[config.mk]
export PLATFORM = sky130hd
export DESIGN_NAME = alu_uart_if
export DESIGN_NICKNAME = d
export VERILOG_FILES = /design/src/rtl/alu_uart_if_pkg.sv /design/src/rtl/alu_uart_if.sv
export SDC_FILE = /design/constraint.sdc
export NUM_CORES = 1
export LEC_CHECK = 0
export CORE_UTILIZATION = 50
export CTS_CLUSTER_SIZE = 25
export DETAILED_ROUTE_END_ITERATION = 16
export DONT_BUFFER_PORTS = 1
export PLACE_DENSITY = 0.63
export SYNTH_ARGS = -nofsm -noshare
export SYNTH_HDL_FRONTEND = slang
export SYNTH_SLANG_ARGS = --single-unit
[constraint.sdc]
create_clock -name clk -period 3.05 [get_ports clk]
set_clock_uncertainty 0.1 [all_clocks]
set_input_delay 0.305 -clock clk [delete_from_list [all_inputs] [get_ports clk]]
set_output_delay 0.305 -clock clk [all_outputs]
set_load 0.02 [all_outputs]
[src/rtl/alu_uart_if_pkg.sv]
// Shared constants for the UART-to-ALU sequencer: FSM encoding, ALU opcodes
// and the bit layout of the flags byte returned over the UART.
package alu_uart_if_pkg;

  localparam logic [2:0] WAIT_A   = 3'd0;
  localparam logic [2:0] WAIT_B   = 3'd1;
  localparam logic [2:0] WAIT_OP  = 3'd2;
  localparam logic [2:0] EXEC     = 3'd3;
  localparam logic [2:0] SEND_RES = 3'd4;
  localparam logic [2:0] WAIT_RES = 3'd5;
  localparam logic [2:0] SEND_FLG = 3'd6;
  localparam logic [2:0] WAIT_FLG = 3'd7;

  localparam logic [5:0] ADD = 6'b100000;
  localparam logic [5:0] SUB = 6'b100010;
  localparam logic [5:0] AND = 6'b100100;
  localparam logic [5:0] OR  = 6'b100101;
  localparam logic [5:0] XOR = 6'b100110;
  localparam logic [5:0] NOR = 6'b100111;
  localparam logic [5:0] SRL = 6'b000010;
  localparam logic [5:0] SRA = 6'b000011;

  localparam int ZERO_BIT  = 0;
  localparam int CARRY_BIT = 1;

endpackage

[src/rtl/alu_uart_if.sv]
// Sequencer between UART RX/TX and the ALU: receives A, B, opcode, latches the
// ALU result and flags, then transmits the result byte followed by the flags byte.
module alu_uart_if
  import alu_uart_if_pkg::*;
#(
  parameter int N = 8
) (
  input  logic         clk,
  input  logic         reset,
  input  logic         rx_done_tick,
  input  logic [N-1:0] rx_data,
  input  logic         tx_done_tick,
  output logic         tx_start,
  output logic [N-1:0] tx_data,
  output logic [N-1:0] alu_a,
  output logic [N-1:0] alu_b,
  output logic [5:0]   alu_op,
  input  logic [N-1:0] alu_result,
  input  logic         alu_zero,
  input  logic         alu_carry
);

  logic [2:0]   state_reg;
  logic [N-1:0] res_reg;
  logic [N-1:0] flg_reg;
  logic [N-1:0] flg_next;

  always_comb begin
    flg_next            = '0;
    flg_next[ZERO_BIT]  = alu_zero;
    flg_next[CARRY_BIT] = alu_carry;
  end

  // tx_start is raised on the edge that loads tx_data, so the byte is already
  // stable for the whole pulse and until the matching tx_done_tick.
  always_ff @(posedge clk) begin
    if (reset) begin
      state_reg <= WAIT_A;
      alu_a     <= '0;
      alu_b     <= '0;
      alu_op    <= '0;
      res_reg   <= '0;
      flg_reg   <= '0;
      tx_data   <= '0;
      tx_start  <= 1'b0;
    end else begin
      tx_start <= 1'b0;
      case (state_reg)
        WAIT_A: begin
          if (rx_done_tick) begin
            alu_a     <= rx_data;
            state_reg <= WAIT_B;
          end
        end
        WAIT_B: begin
          if (rx_done_tick) begin
            alu_b     <= rx_data;
            state_reg <= WAIT_OP;
          end
        end
        WAIT_OP: begin
          if (rx_done_tick) begin
            alu_op    <= rx_data[5:0];
            state_reg <= EXEC;
          end
        end
        EXEC: begin
          res_reg   <= alu_result;
          flg_reg   <= flg_next;
          tx_data   <= alu_result;
          tx_start  <= 1'b1;
          state_reg <= SEND_RES;
        end
        SEND_RES: begin
          state_reg <= WAIT_RES;
        end
        WAIT_RES: begin
          tx_data <= res_reg;
          if (tx_done_tick) begin
            state_reg <= SEND_FLG;
          end
        end
        SEND_FLG: begin
          tx_data   <= flg_reg;
          tx_start  <= 1'b1;
          state_reg <= WAIT_FLG;
        end
        WAIT_FLG: begin
          if (tx_done_tick) begin
            state_reg <= WAIT_A;
          end
        end
        default: begin
          state_reg <= WAIT_A;
        end
      endcase
    end
  end

endmodule

Yosys cells after proc, flatten, opt, wreduce, memory -nomap -nowiden
Cells that the tools add are included.

storage, ports and cells
  register bits = 44
  memory bits (read-only) = 0
  latch bits = 0
  memories = 0
  bits of input ports = 22
  memory bits (writable) = 0
  output and inout bits = 31

operators by class
  divide/modulo/power cells = 0
  add/subtract/negate cells = 0
  shift-type cells = 0
  magnitude comparators = 0
  eq/ne operators = 12
  reduce and logical (&&, ||, !) cells = 7
  muxes and demuxes = 8
  multiply operators = 0
  bitwise operators = 0

operators with widths
  operator                                             number
  case mux 3 bit (8 select lines)                      1
  case mux 8 bit (3 select lines)                      1
  2-to-1 mux 3 bit                                     5
  equality test 3 bit, second input constant           4
  inequality test 2 bit, second input constant         5
  equality test 3 x 2 -> 1 bit, second input constant  2
  AND reduction 2 bit                                  3
  AND reduction 5 bit                                  1
  equality test 3 x 1 -> 1 bit, second input constant  1
  logical NOT 3 bit                                    1
  nonzero test 3 bit                                   1
  OR reduction 2 bit                                   1
  2-to-1 mux 1 bit                                     1

Depth between registers and ports, before layout
  depth in word-level cells = 3
  mapped depth = 6
  gate-level depth less buffers = 3

Worst setup path before layout
Ideal clock, no wire load.

  kind = flip-flop to flip-flop
  from = register state_reg[1]
  to = register alu_a[7]
  buffers on the path = 2
  required time = 2818 ps
  path slack = 1685 ps
  clock period less this slack = 1365 ps
  arrival = 1133 ps
  stages on the path, launching flop included = 6
  cells stage by stage = dfxtp_1 -> buf_2 -> or4b_1 -> buf_2 -> nand2_1 -> a21oi_1

between the ends
  cells in the longest elaborated chain, start to end = 2

RTL lines
  item                           line               RTL
  start, declared                alu_uart_if.sv:23  logic [2:0] state_reg;
  start signal, assigned         alu_uart_if.sv:38  state_reg <= WAIT_A;
  start signal, assigned         alu_uart_if.sv:52  state_reg <= WAIT_B;
  start signal, assigned         alu_uart_if.sv:58  state_reg <= WAIT_OP;
  logical NOT 3 bit              alu_uart_if.sv:48  case (state_reg)
  AND reduction 2 bit (no line)  --
  end signal, assigned           alu_uart_if.sv:51  alu_a <= rx_data;
  end, declared                  alu_uart_if.sv:15  output logic [N-1:0] alu_a,

Every way passes these cells.
A chain may end at the register's enable or synchronous reset.

Worst setup path after layout
  from = register state_reg[0]
  to = register tx_data[0]

between the ends
  cells in the longest elaborated chain, start to end = 2
  elaborated cells between the ends (all ways) = 5

RTL lines
  item                                                                   line               RTL
  equality test 3 bit or equality test 3 x 2 -> 1 bit (tied branches)    alu_uart_if.sv:48
  case mux 8 bit (3 select lines) or nonzero test 3 bit (tied branches)  --
  end signal, assigned                                                   alu_uart_if.sv:70  tx_data <= alu_result;
  end signal, assigned                                                   alu_uart_if.sv:78  tx_data <= res_reg;
  end signal, assigned                                                   alu_uart_if.sv:84  tx_data <= flg_reg;
  end, declared                                                          alu_uart_if.sv:14  output logic [N-1:0] tx_data,

Several ways; a longest one is shown, not always the timed one.

==> impl_metrics.prom <==
# TYPE chip_impl_metric gauge
chip_impl_info{name="status",value="finished clean"} 1
chip_impl_metric{name="placementRows",unit=""} 22
chip_impl_metric{name="grt_max_degree",unit=""} 37
chip_impl_metric{name="syn-mean-instance-area",unit="um^2"} 8.72
chip_impl_metric{name="synth.net_count",unit=""} 246
chip_impl_info{name="critical_path.cell_chain",value="and3b_1 > a21oi_1 > o211a_1"} 1
chip_impl_metric{name="die_area",unit="um^2"} 4160
chip_impl_info{name="holdPathEnd",value="state_reg[2]"} 1
chip_impl_metric{name="cts.path.max_buffers",unit=""} 2
chip_impl_info{name="synth.most_common_cell",value="sky130_fd_sc_hd__nand2_1"} 1
chip_impl_metric{name="critical_path_peak_fanout",unit=""} 23
chip_impl_metric{name="critPathBufInv",unit=""} 0
chip_impl_metric{name="share_of_synthesized_area_occupied_by_flip_flops_and_latches",unit="%"} 45.1
chip_impl_metric{name="synthDistinctLibCells",unit=""} 37
chip_impl_info{name="reg2reg_to",value="tx_data[0]"} 1
chip_impl_metric{name="wl_per_cell",unit="um"} 15.1
chip_impl_metric{name="crit_required",unit="ps"} 3150
chip_impl_info{name="timing.critical_path.to_type",value="flip-flop"} 1
chip_impl_metric{name="sum_of_routed_wire_length_over_all_layers",unit="mm"} 3.96
chip_impl_info{name="clock_tree_from_tritoncts",value="done"} 1
chip_impl_metric{name="gpl.final_weighted_congestion",unit=""} 0.709
chip_impl_metric{name="first_global_vias",unit=""} 1460
chip_impl_metric{name="layout_worst_path_cycle_share",unit="%"} 63.5
chip_impl_metric{name="total_clock_sinks",unit=""} 44
chip_impl_metric{name="fmax",unit="MHz"} 516
chip_impl_metric{name="layout.area.seq",unit="um^2"} 881
chip_impl_metric{name="vias",unit=""} 1476
chip_impl_metric{name="final_hold_viol_count",unit=""} 0
chip_impl_info{name="clock_tree.root_cell",value="sky130_fd_sc_hd__clkbuf_8"} 1
chip_impl_metric{name="drcViolationCount",unit=""} 0
chip_impl_metric{name="layout.filler_cells",unit=""} 348
chip_impl_metric{name="post-route-worst-setup-slack",unit="ps"} 1110
chip_impl_metric{name="fin_total_pwr",unit="W"} 0.00111
chip_impl_metric{name="antenna_violations_before_repair",unit=""} 0
chip_impl_metric{name="post-route-min-period",unit="ps"} 1940
chip_impl_metric{name="vdd_drop_max",unit="mV"} 0.268
chip_impl_metric{name="netlist_area",unit="um^2"} 1950
chip_impl_metric{name="clock_latency",unit="ps"} 290
chip_impl_metric{name="wire_length_of_the_first_global_routing_pass",unit="mm"} 6.86
chip_impl_metric{name="ff2ff_setup_slack",unit="ps"} 1110
chip_impl_info{name="min_from",value="tx_done_tick"} 1
chip_impl_info{name="synth_commonest_cells",value="sky130_fd_sc_hd__nand2_1 (55), sky130_fd_sc_hd__dfxtp_1 (44), sky130_fd_sc_hd__a21oi_1 (32)"} 1
chip_impl_metric{name="worst_path_largest_cell_delay",unit="ps"} 910
chip_impl_metric{name="clock_tree.htree_level_count",unit=""} 2
chip_impl_metric{name="yosys.area.top_type_share",unit="%"} 45.1
chip_impl_metric{name="detail-route-antenna-nets",unit=""} 0
chip_impl_metric{name="chipWidth",unit="um"} 64.5
chip_impl_info{name="synth.top_cells.by_area",value="sky130_fd_sc_hd__dfxtp_1 (45%), sky130_fd_sc_hd__nand2_1 (11%), sky130_fd_sc_hd__a21oi_1 (8.2%)"} 1
chip_impl_metric{name="multi_input_comb_area",unit="um^2"} 937
chip_impl_metric{name="die_h",unit="um"} 64.5
chip_impl_metric{name="number_of_buffers_added_by_the_clock_tree_synthesis_step",unit=""} 5
chip_impl_metric{name="share_of_post_route_cells_with_drive_strength_above_1",unit="%"} 7.44
chip_impl_info{name="hold_path.class",value="in2reg"} 1
chip_impl_info{name="critPathTopFamily",value="flip-flops"} 1
chip_impl_metric{name="pre_cts_worst_setup_slack",unit="ps"} 1100
chip_impl_metric{name="avgViaCountPerCell",unit=""} 5.61
chip_impl_info{name="post-synth-top-area-cell",value="sky130_fd_sc_hd__dfxtp_1"} 1
chip_impl_metric{name="nNetsFinal",unit=""} 236
chip_impl_info{name="cp-start-kind",value="flip-flop"} 1
chip_impl_metric{name="worst_max_slew_pin_slew",unit="ps"} 883
chip_impl_metric{name="slew_headroom",unit="%"} 41.0
chip_impl_metric{name="path_depth",unit=""} 3
chip_impl_metric{name="drv_cap",unit=""} 0
chip_impl_info{name="synth_top_flop_cell",value="sky130_fd_sc_hd__dfxtp_1"} 1
chip_impl_metric{name="top_level_ports",unit=""} 53
chip_impl_metric{name="global_route_overflow",unit=""} 0
chip_impl_metric{name="antennaDiodeCount",unit=""} 0
chip_impl_metric{name="setup-tns-final",unit="ps"} 0
chip_impl_metric{name="syn_inst",unit=""} 224
chip_impl_info{name="r2r-start",value="state_reg[0]"} 1
chip_impl_metric{name="port_buffers",unit=""} 0
chip_impl_metric{name="cts.reportedPaths.clkPinSlew",unit="ps"} 90
chip_impl_metric{name="detailedRoute.firstPassIterationCount",unit=""} 4
chip_impl_metric{name="detailedRoute.firstIterationViolations",unit=""} 82
chip_impl_metric{name="r2r_cells",unit=""} 3
chip_impl_info{name="crit_type",value="reg2reg"} 1
chip_impl_metric{name="ys.warnings.count",unit=""} 0
chip_impl_metric{name="dpl.hpwl",unit="mm"} 2.68
chip_impl_metric{name="number_of_flops_mapped_to_enable_cells_by_yosys",unit=""} 0
chip_impl_metric{name="timing.final.max_slew_violations",unit=""} 0
chip_impl_metric{name="area.growth.synth_to_final",unit="%"} 3.07
chip_impl_info{name="worst_path_max_delay_cell",value="sky130_fd_sc_hd__dfxtp_1"} 1
chip_impl_metric{name="initial_core_utilization",unit="%"} 52.6
chip_impl_metric{name="critical_path_arrival",unit="ps"} 2030
chip_impl_metric{name="synth.ff_latch_count",unit=""} 44
chip_impl_metric{name="postSynth.asyncResetShare",unit="%"} 0
chip_impl_metric{name="power-per-cell-area",unit="nW/um^2"} 551
chip_impl_metric{name="leakage",unit="nW"} 0.695
chip_impl_metric{name="floorplan.core_area",unit="um^2"} 3720
chip_impl_metric{name="timing.final.setup_violations",unit=""} 0
chip_impl_metric{name="hold_crit_depth",unit=""} 1
chip_impl_metric{name="overall_fraction_of_global_route_tracks_in_use",unit="%"} 21.4
chip_impl_info{name="rsz0062_at_grt",value="no"} 1
[worst max-delay path by stage]
| stage | end | from |
|---|---|---|
| 2_1_floorplan | alu_a[7] | state_reg[1] |
| 3_3_place_gp | tx_data[0] | state_reg[0] |
| 3_5_place_dp | tx_data[0] | state_reg[0] |
| 4_1_cts | tx_data[0] | state_reg[0] |
| 5_1_grt | tx_data[0] | state_reg[0] |
| 6_report | tx_data[0] | state_reg[0] |
[cell usage in the layout (no fill, tap or decap), types with 2 or more instances in the layout]
cell	Yosys	layout
sky130_fd_sc_hd__nand3b_2	2	2
sky130_fd_sc_hd__inv_1	4	4
sky130_fd_sc_hd__o211a_1	2	2
sky130_fd_sc_hd__nor2_1	12	12
sky130_fd_sc_hd__a21o_1	5	5
sky130_fd_sc_hd__mux2i_1	11	11
sky130_fd_sc_hd__clkbuf_8	0	5
sky130_fd_sc_hd__nand2b_1	5	5
sky130_fd_sc_hd__nand2_1	55	55
sky130_fd_sc_hd__a31oi_1	2	2
sky130_fd_sc_hd__dfxtp_1	44	44
sky130_fd_sc_hd__o221ai_1	5	5
sky130_fd_sc_hd__o21ai_0	3	3
sky130_fd_sc_hd__clkinvlp_4	0	2
sky130_fd_sc_hd__a21oi_1	32	32
sky130_fd_sc_hd__nor3b_1	5	5
[stage by stage]
stage | instance area, um^2 | utilization, % | hold slack (ps) | std cells
floorplan | 1950 | - | 321 | 224
global route | 2010 | 54.2 | 3.67 | 263
detailed placement | 1900 | 51.1 | 281 | 254
CTS | 2010 | 54.2 | 8.91 | 263
finish | 2010 | 54.2 | 23.2 | 263
global placement | 1900 | 51.1 | 278 | 254
[kinds of logic (layout without fill, tap and decap cells)]
kind of cell,after synthesis,in the layout,synth area share [%]
adder cells (fa/ha/maj),1,1,0.513
multiplexers,11,11,5.64
AND/OR/NAND/NOR,91,91,24.7
AO/OA/AOI/OAI,53,53,16.7
flip-flops,44,44,45.1
buffers and inverters,23,14,6.92
XOR/XNOR,1,1,0.449
[what timing repair did]
item / 4_1_cts / 5_1_grt
hold buffers: 1 / 0
setup buffers: 0 / 0
endpoints found under the hold margin: 36 / 0
gates resized for setup: 0 / 0
[report_power, final]
group / switching [W] / total (W) / leakage [nW] / internal, W
registers: 0.0000480 / 0.000645 / 0.357 / 0.000597
logic: 0.0000535 / 0.0000984 / 0.297 / 0.0000449
clock network: 0.000204 / 0.000366 / 0.0404 / 0.000162
total: 0.000306 / 0.00111 / 0.695 / 0.000804
[layer usage]
layer / up-vias / track usage (%) / wire length [um]
met1: 678 / 23.9 / 1690
met3: 5 / 7.75 / 312
met5: - / 0 / 0
li1: 742 / - / -
met2: 51 / 37.1 / 1910
met4: 0 / 7.50 / 53
[layout make-up]
type                    count  share of cell area (%)
clock buffers               5                    3.42
repair buffers              2                    1.37
inverters                   4                   0.746
multi-input cells         157                    46.6
well taps                  48                    2.98
flip-flops and latches     44                    43.8
clock inverters             3                    1.18
Note: power is estimated with default switching activity, not from simulation.
